===== config.mk =====
export PLATFORM = sky130hd
export DESIGN_NAME = serv_seq_flat
export DESIGN_NICKNAME = d
export VERILOG_FILES = /design/src/rtl/serv_seq_if.sv /design/src/rtl/serv_seq.sv /design/src/flat_wrapper.sv
export SDC_FILE = /design/constraint.sdc
export NUM_CORES = 1
export LEC_CHECK = 0
export ABC_AREA = 1
export BUFFER_PORTS_ARGS = -buffer_cell sky130_fd_sc_hd__buf_2
export CAP_MARGIN = 10
export CORE_MARGIN = 1.5
export CORE_UTILIZATION = 45
export CTS_CLUSTER_SIZE = 14
export DETAILED_ROUTE_END_ITERATION = 8
export GPL_TIMING_DRIVEN = 0
export HOLD_SLACK_MARGIN = 0.08
export PLACE_DENSITY = 0.83
export SETUP_SLACK_MARGIN = 0.02
export SYNTH_ARGS = -nofsm -noshare
export SYNTH_HDL_FRONTEND = slang
export SYNTH_SLANG_ARGS = --single-unit
export TNS_END_PERCENT = 10

===== constraint.sdc =====
create_clock -name i_clk -period 1.7 [get_ports i_clk]
set_input_delay 0.17 -clock i_clk [delete_from_list [all_inputs] [get_ports i_clk]]
set_output_delay 0.17 -clock i_clk [all_outputs]
set_load 0.01 [all_outputs]

===== src/rtl/serv_seq_if.sv =====
// Handshake and control bundle between the bit-serial sequencer and the rest of the core.
// master is the sequencer's view; slave is the surrounding datapath/bus view.
interface serv_seq_if;
  logic       i_ibus_ack;
  logic       o_ibus_cyc;
  logic       i_dbus_ack;
  logic       o_dbus_cyc;
  logic       i_rf_ready;
  logic       o_rf_rreq;
  logic       o_rf_wreq;
  logic       i_two_stage_op;
  logic       i_branch_op;
  logic       i_cond_branch;
  logic       i_bne_or_bge;
  logic       i_dbus_en;
  logic       i_mdu_op;
  logic       i_e_op;
  logic       i_alu_cmp;
  logic       i_ctrl_misalign;
  logic       i_mem_misalign;
  logic       i_new_irq;
  logic       i_mdu_ready;
  logic [4:0] o_cnt;
  logic       o_cnt_en;
  logic       o_cnt_done;
  logic       o_init;
  logic       o_ctrl_pc_en;
  logic       o_ctrl_jump;
  logic       o_ctrl_trap;
  logic [1:0] o_mem_bytecnt;
  logic       o_mdu_valid;

  modport master (
    input  i_ibus_ack, i_dbus_ack, i_rf_ready, i_two_stage_op, i_branch_op,
           i_cond_branch, i_bne_or_bge, i_dbus_en, i_mdu_op, i_e_op, i_alu_cmp,
           i_ctrl_misalign, i_mem_misalign, i_new_irq, i_mdu_ready,
    output o_ibus_cyc, o_dbus_cyc, o_rf_rreq, o_rf_wreq, o_cnt, o_cnt_en,
           o_cnt_done, o_init, o_ctrl_pc_en, o_ctrl_jump, o_ctrl_trap,
           o_mem_bytecnt, o_mdu_valid
  );

  modport slave (
    output i_ibus_ack, i_dbus_ack, i_rf_ready, i_two_stage_op, i_branch_op,
           i_cond_branch, i_bne_or_bge, i_dbus_en, i_mdu_op, i_e_op, i_alu_cmp,
           i_ctrl_misalign, i_mem_misalign, i_new_irq, i_mdu_ready,
    input  o_ibus_cyc, o_dbus_cyc, o_rf_rreq, o_rf_wreq, o_cnt, o_cnt_en,
           o_cnt_done, o_init, o_ctrl_pc_en, o_ctrl_jump, o_ctrl_trap,
           o_mem_bytecnt, o_mdu_valid
  );
endinterface


===== src/rtl/serv_seq.sv =====
// Instruction sequencer for a bit-serial RISC-V core: fetch, RF handshake,
// two-phase execution (INIT/RUN) with memory, MDU and trap detours.
module serv_seq #(
  parameter int unsigned W        = 1,
  parameter int unsigned WITH_CSR = 1,
  parameter int unsigned ALIGN    = 0,
  parameter int unsigned MDU      = 0
) (
  input logic       i_clk,
  input logic       i_rst_n,
  serv_seq_if.master bus
);

  generate
    if (!(W == 1 || W == 2 || W == 4 || W == 8)) begin : g_bad_w
      $error("serv_seq: W must be 1, 2, 4 or 8");
    end
  endgenerate

  localparam logic [2:0] FETCH   = 3'd0;
  localparam logic [2:0] RFWAIT  = 3'd1;
  localparam logic [2:0] INIT    = 3'd2;
  localparam logic [2:0] MEMWAIT = 3'd3;
  localparam logic [2:0] MDUWAIT = 3'd4;
  localparam logic [2:0] RUN     = 3'd5;

  localparam logic [4:0] CNT_STEP = 5'(W);
  localparam logic [4:0] CNT_LAST = 5'(32 - W);
  localparam logic       CSR_EN   = (WITH_CSR != 0);
  localparam logic       ALIGN_EN = (ALIGN != 0);
  localparam logic       MDU_EN   = (MDU != 0);

  logic [2:0] state;
  logic [2:0] state_nxt;
  logic [4:0] cnt;
  logic       ibus_cyc;
  logic       jump;
  logic       trap_flag;
  logic       init_done;

  logic cnt_en;
  logic cnt_done;
  logic last_init;
  logic run_done;
  logic fetch_ack;
  logic mem_done;
  logic mdu_done;
  logic mdu_req;
  logic take_branch;
  logic trap_pending;

  assign cnt_en    = (state == INIT) || (state == RUN);
  assign cnt_done  = cnt_en && (cnt == CNT_LAST);
  assign last_init = (state == INIT) && cnt_done;
  assign run_done  = (state == RUN) && cnt_done;
  assign fetch_ack = (state == FETCH) && ibus_cyc && bus.i_ibus_ack;
  assign mem_done  = (state == MEMWAIT) && bus.i_dbus_ack;
  assign mdu_done  = MDU_EN && (state == MDUWAIT) && bus.i_mdu_ready;
  assign mdu_req   = MDU_EN && bus.i_mdu_op;

  assign take_branch  = bus.i_branch_op &&
                        (!bus.i_cond_branch || (bus.i_alu_cmp ^ bus.i_bne_or_bge));
  assign trap_pending = CSR_EN &&
                        ((take_branch && bus.i_ctrl_misalign && !ALIGN_EN) ||
                         (bus.i_dbus_en && bus.i_mem_misalign));

  always_comb begin
    state_nxt = state;
    case (state)
      FETCH:   if (fetch_ack) state_nxt = RFWAIT;
      RFWAIT:  if (bus.i_rf_ready)
                 state_nxt = (bus.i_two_stage_op && !bus.i_new_irq && !init_done) ? INIT : RUN;
      INIT:    if (cnt_done) begin
                 if (trap_pending)       state_nxt = RFWAIT;
                 else if (bus.i_dbus_en) state_nxt = MEMWAIT;
                 else if (mdu_req)       state_nxt = MDUWAIT;
                 else                    state_nxt = RFWAIT;
               end
      MEMWAIT: if (mem_done) state_nxt = RFWAIT;
      MDUWAIT: if (mdu_done) state_nxt = RFWAIT;
      RUN:     if (cnt_done) state_nxt = FETCH;
      default: state_nxt = FETCH;
    endcase
  end

  always_ff @(posedge i_clk or negedge i_rst_n) begin
    if (!i_rst_n) begin
      state     <= FETCH;
      cnt       <= '0;
      ibus_cyc  <= 1'b0;
      jump      <= 1'b0;
      trap_flag <= 1'b0;
      init_done <= 1'b0;
    end else begin
      state <= state_nxt;
      cnt   <= cnt_en ? cnt + CNT_STEP : '0;
      // Registered from next state so the request rises one edge after reset release.
      ibus_cyc <= (state_nxt == FETCH);
      if (last_init) begin
        jump      <= take_branch;
        init_done <= 1'b1;
        if (trap_pending) trap_flag <= 1'b1;
      end
      if (run_done) begin
        jump      <= 1'b0;
        init_done <= 1'b0;
        trap_flag <= 1'b0;
      end
    end
  end

  assign bus.o_ibus_cyc    = ibus_cyc;
  assign bus.o_dbus_cyc    = (state == MEMWAIT);
  assign bus.o_mdu_valid   = MDU_EN && (state == MDUWAIT);
  assign bus.o_rf_rreq     = fetch_ack || (last_init && trap_pending);
  assign bus.o_rf_wreq     = (last_init && !trap_pending && !bus.i_dbus_en && !mdu_req) ||
                             mem_done || mdu_done;
  assign bus.o_cnt         = cnt;
  assign bus.o_cnt_en      = cnt_en;
  assign bus.o_cnt_done    = cnt_done;
  assign bus.o_init        = (state == INIT);
  assign bus.o_ctrl_pc_en  = cnt_en && (state != INIT);
  assign bus.o_ctrl_jump   = jump;
  assign bus.o_ctrl_trap   = CSR_EN && (bus.i_e_op || bus.i_new_irq || trap_flag);
  assign bus.o_mem_bytecnt = cnt[4:3];

endmodule


===== src/flat_wrapper.sv =====
// flat-port wrapper written by rule: the top's interface ports become plain ports
module serv_seq_flat 
#(
  parameter int unsigned W        = 1,
  parameter int unsigned WITH_CSR = 1,
  parameter int unsigned ALIGN    = 0,
  parameter int unsigned MDU      = 0
)
  (i_clk, i_rst_n, bus_i_ibus_ack, bus_i_dbus_ack, bus_i_rf_ready, bus_i_two_stage_op, bus_i_branch_op, bus_i_cond_branch, bus_i_bne_or_bge, bus_i_dbus_en, bus_i_mdu_op, bus_i_e_op, bus_i_alu_cmp, bus_i_ctrl_misalign, bus_i_mem_misalign, bus_i_new_irq, bus_i_mdu_ready, bus_o_ibus_cyc, bus_o_dbus_cyc, bus_o_rf_rreq, bus_o_rf_wreq, bus_o_cnt, bus_o_cnt_en, bus_o_cnt_done, bus_o_init, bus_o_ctrl_pc_en, bus_o_ctrl_jump, bus_o_ctrl_trap, bus_o_mem_bytecnt, bus_o_mdu_valid);
  serv_seq_if bus_i ();
  input logic i_clk;
  input logic i_rst_n;
  input wire logic [$bits(bus_i.i_ibus_ack)-1:0] bus_i_ibus_ack;
  input wire logic [$bits(bus_i.i_dbus_ack)-1:0] bus_i_dbus_ack;
  input wire logic [$bits(bus_i.i_rf_ready)-1:0] bus_i_rf_ready;
  input wire logic [$bits(bus_i.i_two_stage_op)-1:0] bus_i_two_stage_op;
  input wire logic [$bits(bus_i.i_branch_op)-1:0] bus_i_branch_op;
  input wire logic [$bits(bus_i.i_cond_branch)-1:0] bus_i_cond_branch;
  input wire logic [$bits(bus_i.i_bne_or_bge)-1:0] bus_i_bne_or_bge;
  input wire logic [$bits(bus_i.i_dbus_en)-1:0] bus_i_dbus_en;
  input wire logic [$bits(bus_i.i_mdu_op)-1:0] bus_i_mdu_op;
  input wire logic [$bits(bus_i.i_e_op)-1:0] bus_i_e_op;
  input wire logic [$bits(bus_i.i_alu_cmp)-1:0] bus_i_alu_cmp;
  input wire logic [$bits(bus_i.i_ctrl_misalign)-1:0] bus_i_ctrl_misalign;
  input wire logic [$bits(bus_i.i_mem_misalign)-1:0] bus_i_mem_misalign;
  input wire logic [$bits(bus_i.i_new_irq)-1:0] bus_i_new_irq;
  input wire logic [$bits(bus_i.i_mdu_ready)-1:0] bus_i_mdu_ready;
  output wire logic [$bits(bus_i.o_ibus_cyc)-1:0] bus_o_ibus_cyc;
  output wire logic [$bits(bus_i.o_dbus_cyc)-1:0] bus_o_dbus_cyc;
  output wire logic [$bits(bus_i.o_rf_rreq)-1:0] bus_o_rf_rreq;
  output wire logic [$bits(bus_i.o_rf_wreq)-1:0] bus_o_rf_wreq;
  output wire logic [$bits(bus_i.o_cnt)-1:0] bus_o_cnt;
  output wire logic [$bits(bus_i.o_cnt_en)-1:0] bus_o_cnt_en;
  output wire logic [$bits(bus_i.o_cnt_done)-1:0] bus_o_cnt_done;
  output wire logic [$bits(bus_i.o_init)-1:0] bus_o_init;
  output wire logic [$bits(bus_i.o_ctrl_pc_en)-1:0] bus_o_ctrl_pc_en;
  output wire logic [$bits(bus_i.o_ctrl_jump)-1:0] bus_o_ctrl_jump;
  output wire logic [$bits(bus_i.o_ctrl_trap)-1:0] bus_o_ctrl_trap;
  output wire logic [$bits(bus_i.o_mem_bytecnt)-1:0] bus_o_mem_bytecnt;
  output wire logic [$bits(bus_i.o_mdu_valid)-1:0] bus_o_mdu_valid;
  assign bus_i.i_ibus_ack = bus_i_ibus_ack;
  assign bus_i.i_dbus_ack = bus_i_dbus_ack;
  assign bus_i.i_rf_ready = bus_i_rf_ready;
  assign bus_i.i_two_stage_op = bus_i_two_stage_op;
  assign bus_i.i_branch_op = bus_i_branch_op;
  assign bus_i.i_cond_branch = bus_i_cond_branch;
  assign bus_i.i_bne_or_bge = bus_i_bne_or_bge;
  assign bus_i.i_dbus_en = bus_i_dbus_en;
  assign bus_i.i_mdu_op = bus_i_mdu_op;
  assign bus_i.i_e_op = bus_i_e_op;
  assign bus_i.i_alu_cmp = bus_i_alu_cmp;
  assign bus_i.i_ctrl_misalign = bus_i_ctrl_misalign;
  assign bus_i.i_mem_misalign = bus_i_mem_misalign;
  assign bus_i.i_new_irq = bus_i_new_irq;
  assign bus_i.i_mdu_ready = bus_i_mdu_ready;
  assign bus_o_ibus_cyc = bus_i.o_ibus_cyc;
  assign bus_o_dbus_cyc = bus_i.o_dbus_cyc;
  assign bus_o_rf_rreq = bus_i.o_rf_rreq;
  assign bus_o_rf_wreq = bus_i.o_rf_wreq;
  assign bus_o_cnt = bus_i.o_cnt;
  assign bus_o_cnt_en = bus_i.o_cnt_en;
  assign bus_o_cnt_done = bus_i.o_cnt_done;
  assign bus_o_init = bus_i.o_init;
  assign bus_o_ctrl_pc_en = bus_i.o_ctrl_pc_en;
  assign bus_o_ctrl_jump = bus_i.o_ctrl_jump;
  assign bus_o_ctrl_trap = bus_i.o_ctrl_trap;
  assign bus_o_mem_bytecnt = bus_i.o_mem_bytecnt;
  assign bus_o_mdu_valid = bus_i.o_mdu_valid;
  serv_seq #(.W(W), .WITH_CSR(WITH_CSR), .ALIGN(ALIGN), .MDU(MDU)) u_core (.i_clk(i_clk), .i_rst_n(i_rst_n), .bus(bus_i));
endmodule

======== Yosys cells after proc, flatten, opt, wreduce, memory -nomap -nowiden ========
Index checks and enable logic that the tools add are counted.
storage, ports and cells
  flip-flop bits (word level) ............. 12
  input bits .............................. 17
  output and inout port bits .............. 18
  word-level logic and storage cells ...... 64
operators by class
  add/sub/neg operators ................... 1
  equality and inequality tests ........... 7
  muxes and demuxes ....................... 17
  bitwise gates (word level) .............. 1
  reductions and logical operators ........ 32
operator list
  operator                                                                 count
  3-bit 2-to-1 mux                                                         7
  3-bit case mux with 6 select lines                                       1
  1-bit logical AND                                                        15
  1-bit logical OR                                                         7
  1-bit 2-to-1 mux                                                         7
  3-bit by 2-bit == test with 1-bit output, second input constant          2
  3-bit == test, second input constant                                     2
  3-bit logical NOT                                                        2
  5-bit by 1-bit adder with 5-bit output, second input constant            1
  5-bit == test, second input constant                                     1
  1-bit logical NOT                                                        5
  5-bit 2-to-1 mux                                                         1
  2-bit nonzero test                                                       2
  3-bit by 1-bit == test with 1-bit output, second input constant          1
  3-bit by 2-bit inequality test with 1-bit output, second input constant  1
  2-bit 2-to-1 mux                                                         1
  2-bit AND reduction                                                      1
  1-bit XOR                                                                1

======== Logic depth before layout (Yosys ltp) ========
  depth in word-level cells ............... 9
  mapped depth ............................ 10
  mapped depth without buffers ............ 10

======== Worst setup path after synthesis ========
OpenSTA, ideal clock, no wires.
  path type ............................... reg-to-reg
  from .................................... register u_core.cnt[0] (netlist: u_core.bus.o_cnt[0])
  to ...................................... register u_core.ibus_cyc (netlist: u_core.bus.o_ibus_cyc)
  arrival time ............................ 1.432 ns
  required time ........................... 1.631 ns
  setup slack ............................. 0.200 ns
  stages on the path, launching flop included .. 10
  buffers on the path ..................... 0
  period minus slack after synthesis ...... 1.500 ns
  cell sequence ........................... dfrtp_1 -> ha_1 -> nand2_1 -> nor2_1 -> ha_1 -> o21ai_0 -> nand2_1 -> nor2_1 -> nand2_1 -> nor2_2
on the way
  word-level cells in the longest chain between the ends .. 5
  elaborated cells between the ends (all ways) .. 6
RTL lines
  what                                  line                            source
  from (decl)                           serv_seq.sv:35                  logic [4:0] cnt;
  from (signal assigned)                serv_seq.sv:96                  cnt <= cnt_en ? cnt + CNT_STEP : '0;
  5-bit == test *                       serv_seq.sv:53                  assign cnt_done = cnt_en && (cnt == CNT_LAST);
  1-bit logical AND *                   serv_seq.sv:53
  3-bit 2-to-1 mux (on tied branches)   serv_seq.sv:81, serv_seq.sv:73
  3-bit case mux with 6 select lines *  serv_seq.sv:69                  case (state)
  3-bit logical NOT *                   serv_seq.sv:98                  ibus_cyc <= (state_nxt == FETCH);
  to (signal assigned)                  serv_seq.sv:98
  to (decl)                             serv_seq.sv:36                  logic ibus_cyc;
Every way passes the cells marked *; elsewhere a longest branch is shown, timed or not.
A chain may end at the register's enable or synchronous reset.

======== Worst setup path in the final report ========
  from .................................... register u_core.cnt[0] (netlist: u_core.bus.o_cnt[0])
  to ...................................... output port bus_o_rf_wreq
on the way
  word-level cells in the longest chain between the ends .. 6
RTL lines
  what                            line                source
  5-bit == test                   serv_seq.sv:53
  1-bit logical AND               serv_seq.sv:53
  1-bit logical AND               serv_seq.sv:54      assign last_init = (state == INIT) && cnt_done;
  1-bit logical AND (2 in a row)  serv_seq.sv:116     assign bus.o_rf_wreq = (last_init && !trap_pending && !bus.i_dbus_en && !mdu_req) ||
  1-bit logical OR                serv_seq.sv:116
  to (decl)                       flat_wrapper.sv:31  output wire logic [$bits(bus_i.o_rf_wreq)-1:0] bus_o_rf_wreq;
Every way passes these cells.

==> summary.md <==
| Metric | Value |
|---|---|
| Fin crit period | `between 1.5 and 2 ns` |
| Max layer used | `met4` |
| Vias | `approximately 760` |
| CP max FO | `4` |
| Post-route DRC | `0` |
| Synth Cell Area | `between 700 and 800 um^2` |
| Cell internal pwr | `725 uW` |
| 1st-pass router iterations | `5` |
| Tcrit/Tclk final | `106%` |
| Drt total wl | `approximately 1800 um` |
| Gr usage total | `about a fifth` |
| WS Path Type | `flip-flop to primary output` |
| Design Area, Final | `1080 um^2` |
| Sequential area share after synthesis | `between 30% and 40%` |
| DRT met1 WL | `about 770 um` |
| Die area | `around 1900 um^2` |
| Area post-placement | `between 900 and 1000 um^2` |
| Vias in the first global route | `~670` |
| Share of the synthesized area in the top cell type | `between 30% and 40%` |
| Synth Register Bits | `12` |
| Clock Pin Slew Worst Setup and Hold Paths | `0.08 ns` |
| Final ANT Viol Nets | `0` |
| Distinct cells, synth | `20` |
| Via density | `between 4 and 5` |
| Critical Path AT | `between 1.5 and 2 ns` |
| Combinational share of power | `between 40 and 50%` |
| RePlAce Congestion | `roughly 0.74` |
| FILL cells | `125` |
| Skew final | `about 0.0027 ns` |
| Die width | `43.9 um` |
| Yosys warns | `0` |
| Number of flops mapped to enable cells by yosys | `0` |
| Final HPWL DP | `about 1200 um` |
| Max Slew Vio Count | `0` |
| Worst hold path class | `primary input to flip-flop` |
| IO buf count | `31` |
| Antenna cells | `0` |
| Met2 WL | `between 800 and 900 um` |
| Worst setup SP type | `flip-flop` |
| CTS tree | `built` |
| Htree depth | `1` |
| Largest area contributor in the netlist | `dfrtp_1` |
| Worst Slack Setup Final | `-0.103 ns` |
| Area growth syn-to-layout | `43.0%` |
| Power Density | `between 1000 and 1500 nW/um^2` |
| Core outline area | `between 1500 and 2000 um^2` |
| DRT iter0 DRCs | `13` |
| Clock power frac | `between 15 and 20%` |
| Largest net degree at the start of global routing | `13` |
| Final hold slack | `about 0.13 ns` |
| WL/cell | `about 11 um` |
| Post-synth top cells | `nand2_1 (20), inv_1 (13), nor2_1 (13)` |
| Final hold vios | `0` |
| Starting density of the core | `between 40% and 50%` |
| Inst Count DP | `about 150` |
| RSZ-0062 raised after global routing | `yes` |
| CTS Sinks | `12` |
| Final Non-Filler Cells | `roughly 160` |
| Max-cap violation count | `0` |
| Grt ovf | `0` |
| Max Fclk | `about 550 MHz` |
| Synth Net Count | `approximately 120` |
| Cell with the most instances after synthesis | `nand2_1` |
| Switching fraction of total power | `43.2%` |
| Dominant cells by area after synthesis | `dfrtp_1 (40%), nand2_1 (10%), inv_1 (6.5%), nor2_1 (6.5%), nor2_4 (6.0%)` |
| Share of layout cells above drive strength 1 | `approximately half` |
| Crit end category | `primary output` |
| Initial antenna violation count | `0` |
| Core Rows | `14` |
| Async SR Flop Fraction | `100%` |
| Status | `finished with violations` |
| Psw | `between 500 and 600 uW` |
| Final setup fails | `3` |
| Clock Tree Root | `clkbuf_4` |
| Avg Inst Size Synth | `7.61 um^2` |
| Met3 routed WL | `99 um` |
| Prevailing post-synth register cell | `dfrtp_1` |
| Max clock buf depth | `2` |
| Violated checks | `negative setup slack` |
| First-pass GRT wire length | `around 2700 um` |
| Post-Synthesis Cells | `99` |
| Cts bufs inserted | `3` |
| Final nets | `~160` |
| Sequential fraction of design power | `between 30% and 40%` |
| Die height | `~44 um` |
| Worst EP required | `approximately 1.5 ns` |
| Clk_lat worst skew | `0.28 ns` |
| I/O pins | `35` |
| Worst vdd ir | `0.705 mV` |
| Leakage dissipation | `between 0.6 and 0.7 nW` |
==> routing by layer <==
layer,track usage [%],vias up
met3,1.67,3
met1,23.4,347
li1,-,386
met5,0,-
met4,9.09,0
met2,34.4,28
==> cells in the final DEF (no fill, tap or decap), types with 3 or more instances in the layout <==
cell,count
nor2_4,6
nand2_4,3
buf_2,30
inv_1,13
dfrtp_1,12
inv_2,4
buf_4,9
nand2_1,16
nand3_1,8
nor2_2,3
nor2_1,10
nand2_2,5
o21ai_1,4
clkbuf_4,3
==> worst paths after layout <==
check | startpoint | end | slack, ns | cells after the start
worst max-delay path | u_core.bus.o_cnt[0]$_DFF_PN0_ | bus_o_rf_wreq | -0.10 | 9
worst min-delay path | bus_i_branch_op | u_core.bus.o_ctrl_jump$_DFFE_PN0P_ | 0.13 | 3
worst max register to register | u_core.bus.o_cnt[0]$_DFF_PN0_ | u_core.bus.o_ibus_cyc$_DFF_PN0_ | 0.08 | 12
worst min register to register | u_core.bus.o_ctrl_jump$_DFFE_PN0P_ | u_core.bus.o_ctrl_jump$_DFFE_PN0P_ | 0.50 | 2
max in group asynchronous | i_rst_n | u_core.bus.o_cnt[4]$_DFF_PN0_ | 1.21 | 2
min in group asynchronous | i_rst_n | u_core.bus.o_ctrl_jump$_DFFE_PN0P_ | 0.28 | 2
==> worst max-delay path, cell delays in order (launching register included) <==
cell     delay (ns)
dfrtp_1        0.37
ha_2           0.19
nand2_2        0.06
nor2_2         0.08
ha_2           0.20
inv_4          0.05
nor2_4         0.13
nand3_1        0.08
nand2_1        0.06
buf_2          0.12
==> repair_timing <==
item	in CTS	in global routing
gates cloned	0	0
setup buffers	5	2
hold endpoints to repair	12	0
resized for setup	12	3
pin swaps	6	4
setup endpoints to repair	3	6
hold buffers	1	0
==> power groups by stage <==
| stage | registers, mW | logic (mW) | clock network [mW] |
|---|---|---|---|
| 3_3_place_gp | 0.425 | 0.492 | 0 |
| 3_5_place_dp | 0.425 | 0.510 | 0 |
| 4_1_cts | 0.416 | 0.574 | 0.235 |
| 2_1_floorplan | 0.432 | 0.355 | 0 |
| 5_1_grt | 0.426 | 0.701 | 0.247 |
| 6_report | 0.419 | 0.629 | 0.228 |
==> registers in the layout (all words and copies together), names as in the netlist <==
register	flops
u_core.trap_flag	1
u_core.bus.o_cnt	5
u_core.init_done	1
u_core.bus.o_ctrl_jump	1
u_core.state	3
u_core.bus.o_ibus_cyc	1
==> layout make-up <==
cell class,instances,area (um^2),area share (%)
tap,16,20.0,1.86
buffer,3,22.5,2.09
timing repair buffer,39,228,21.1
clock buffer,4,36.3,3.37
sequential,12,300,27.9
inverter,18,70.1,6.50
multi-input combinational,66,400,37.2
==> metrics by stage <==
| step | setup slack (ns) | util, % | TNS (ns) | power [mW] |
|---|---|---|---|---|
| 6_report | -0.103 | 69.9 | -0.261 | 1.28 |
| 3_3_place_gp | 0.0640 | 60.2 | 0 | 0.917 |
| 2_1_floorplan | 0.200 | - | 0 | 0.787 |
| 4_1_cts | -0.110 | 68.1 | -0.207 | 1.22 |
| 5_1_grt | -0.211 | 69.9 | -0.623 | 1.37 |
| 3_5_place_dp | 0.0496 | 60.2 | 0 | 0.935 |
==> cells by family (layout without fill, tap and decap cells) <==
family | after synthesis | in the layout | synth area share (%)
AND/OR/NAND/NOR | 55 | 55 | 38.0
buffers and inverters | 21 | 64 | 12.0
flip-flops | 12 | 12 | 39.9
AO/OA/AOI/OAI | 8 | 8 | 6.31
adder cells (fa/ha/maj) | 2 | 2 | 3.32
other | 1 | 1 | 0.498
Power figures use the tool's default switching activity.
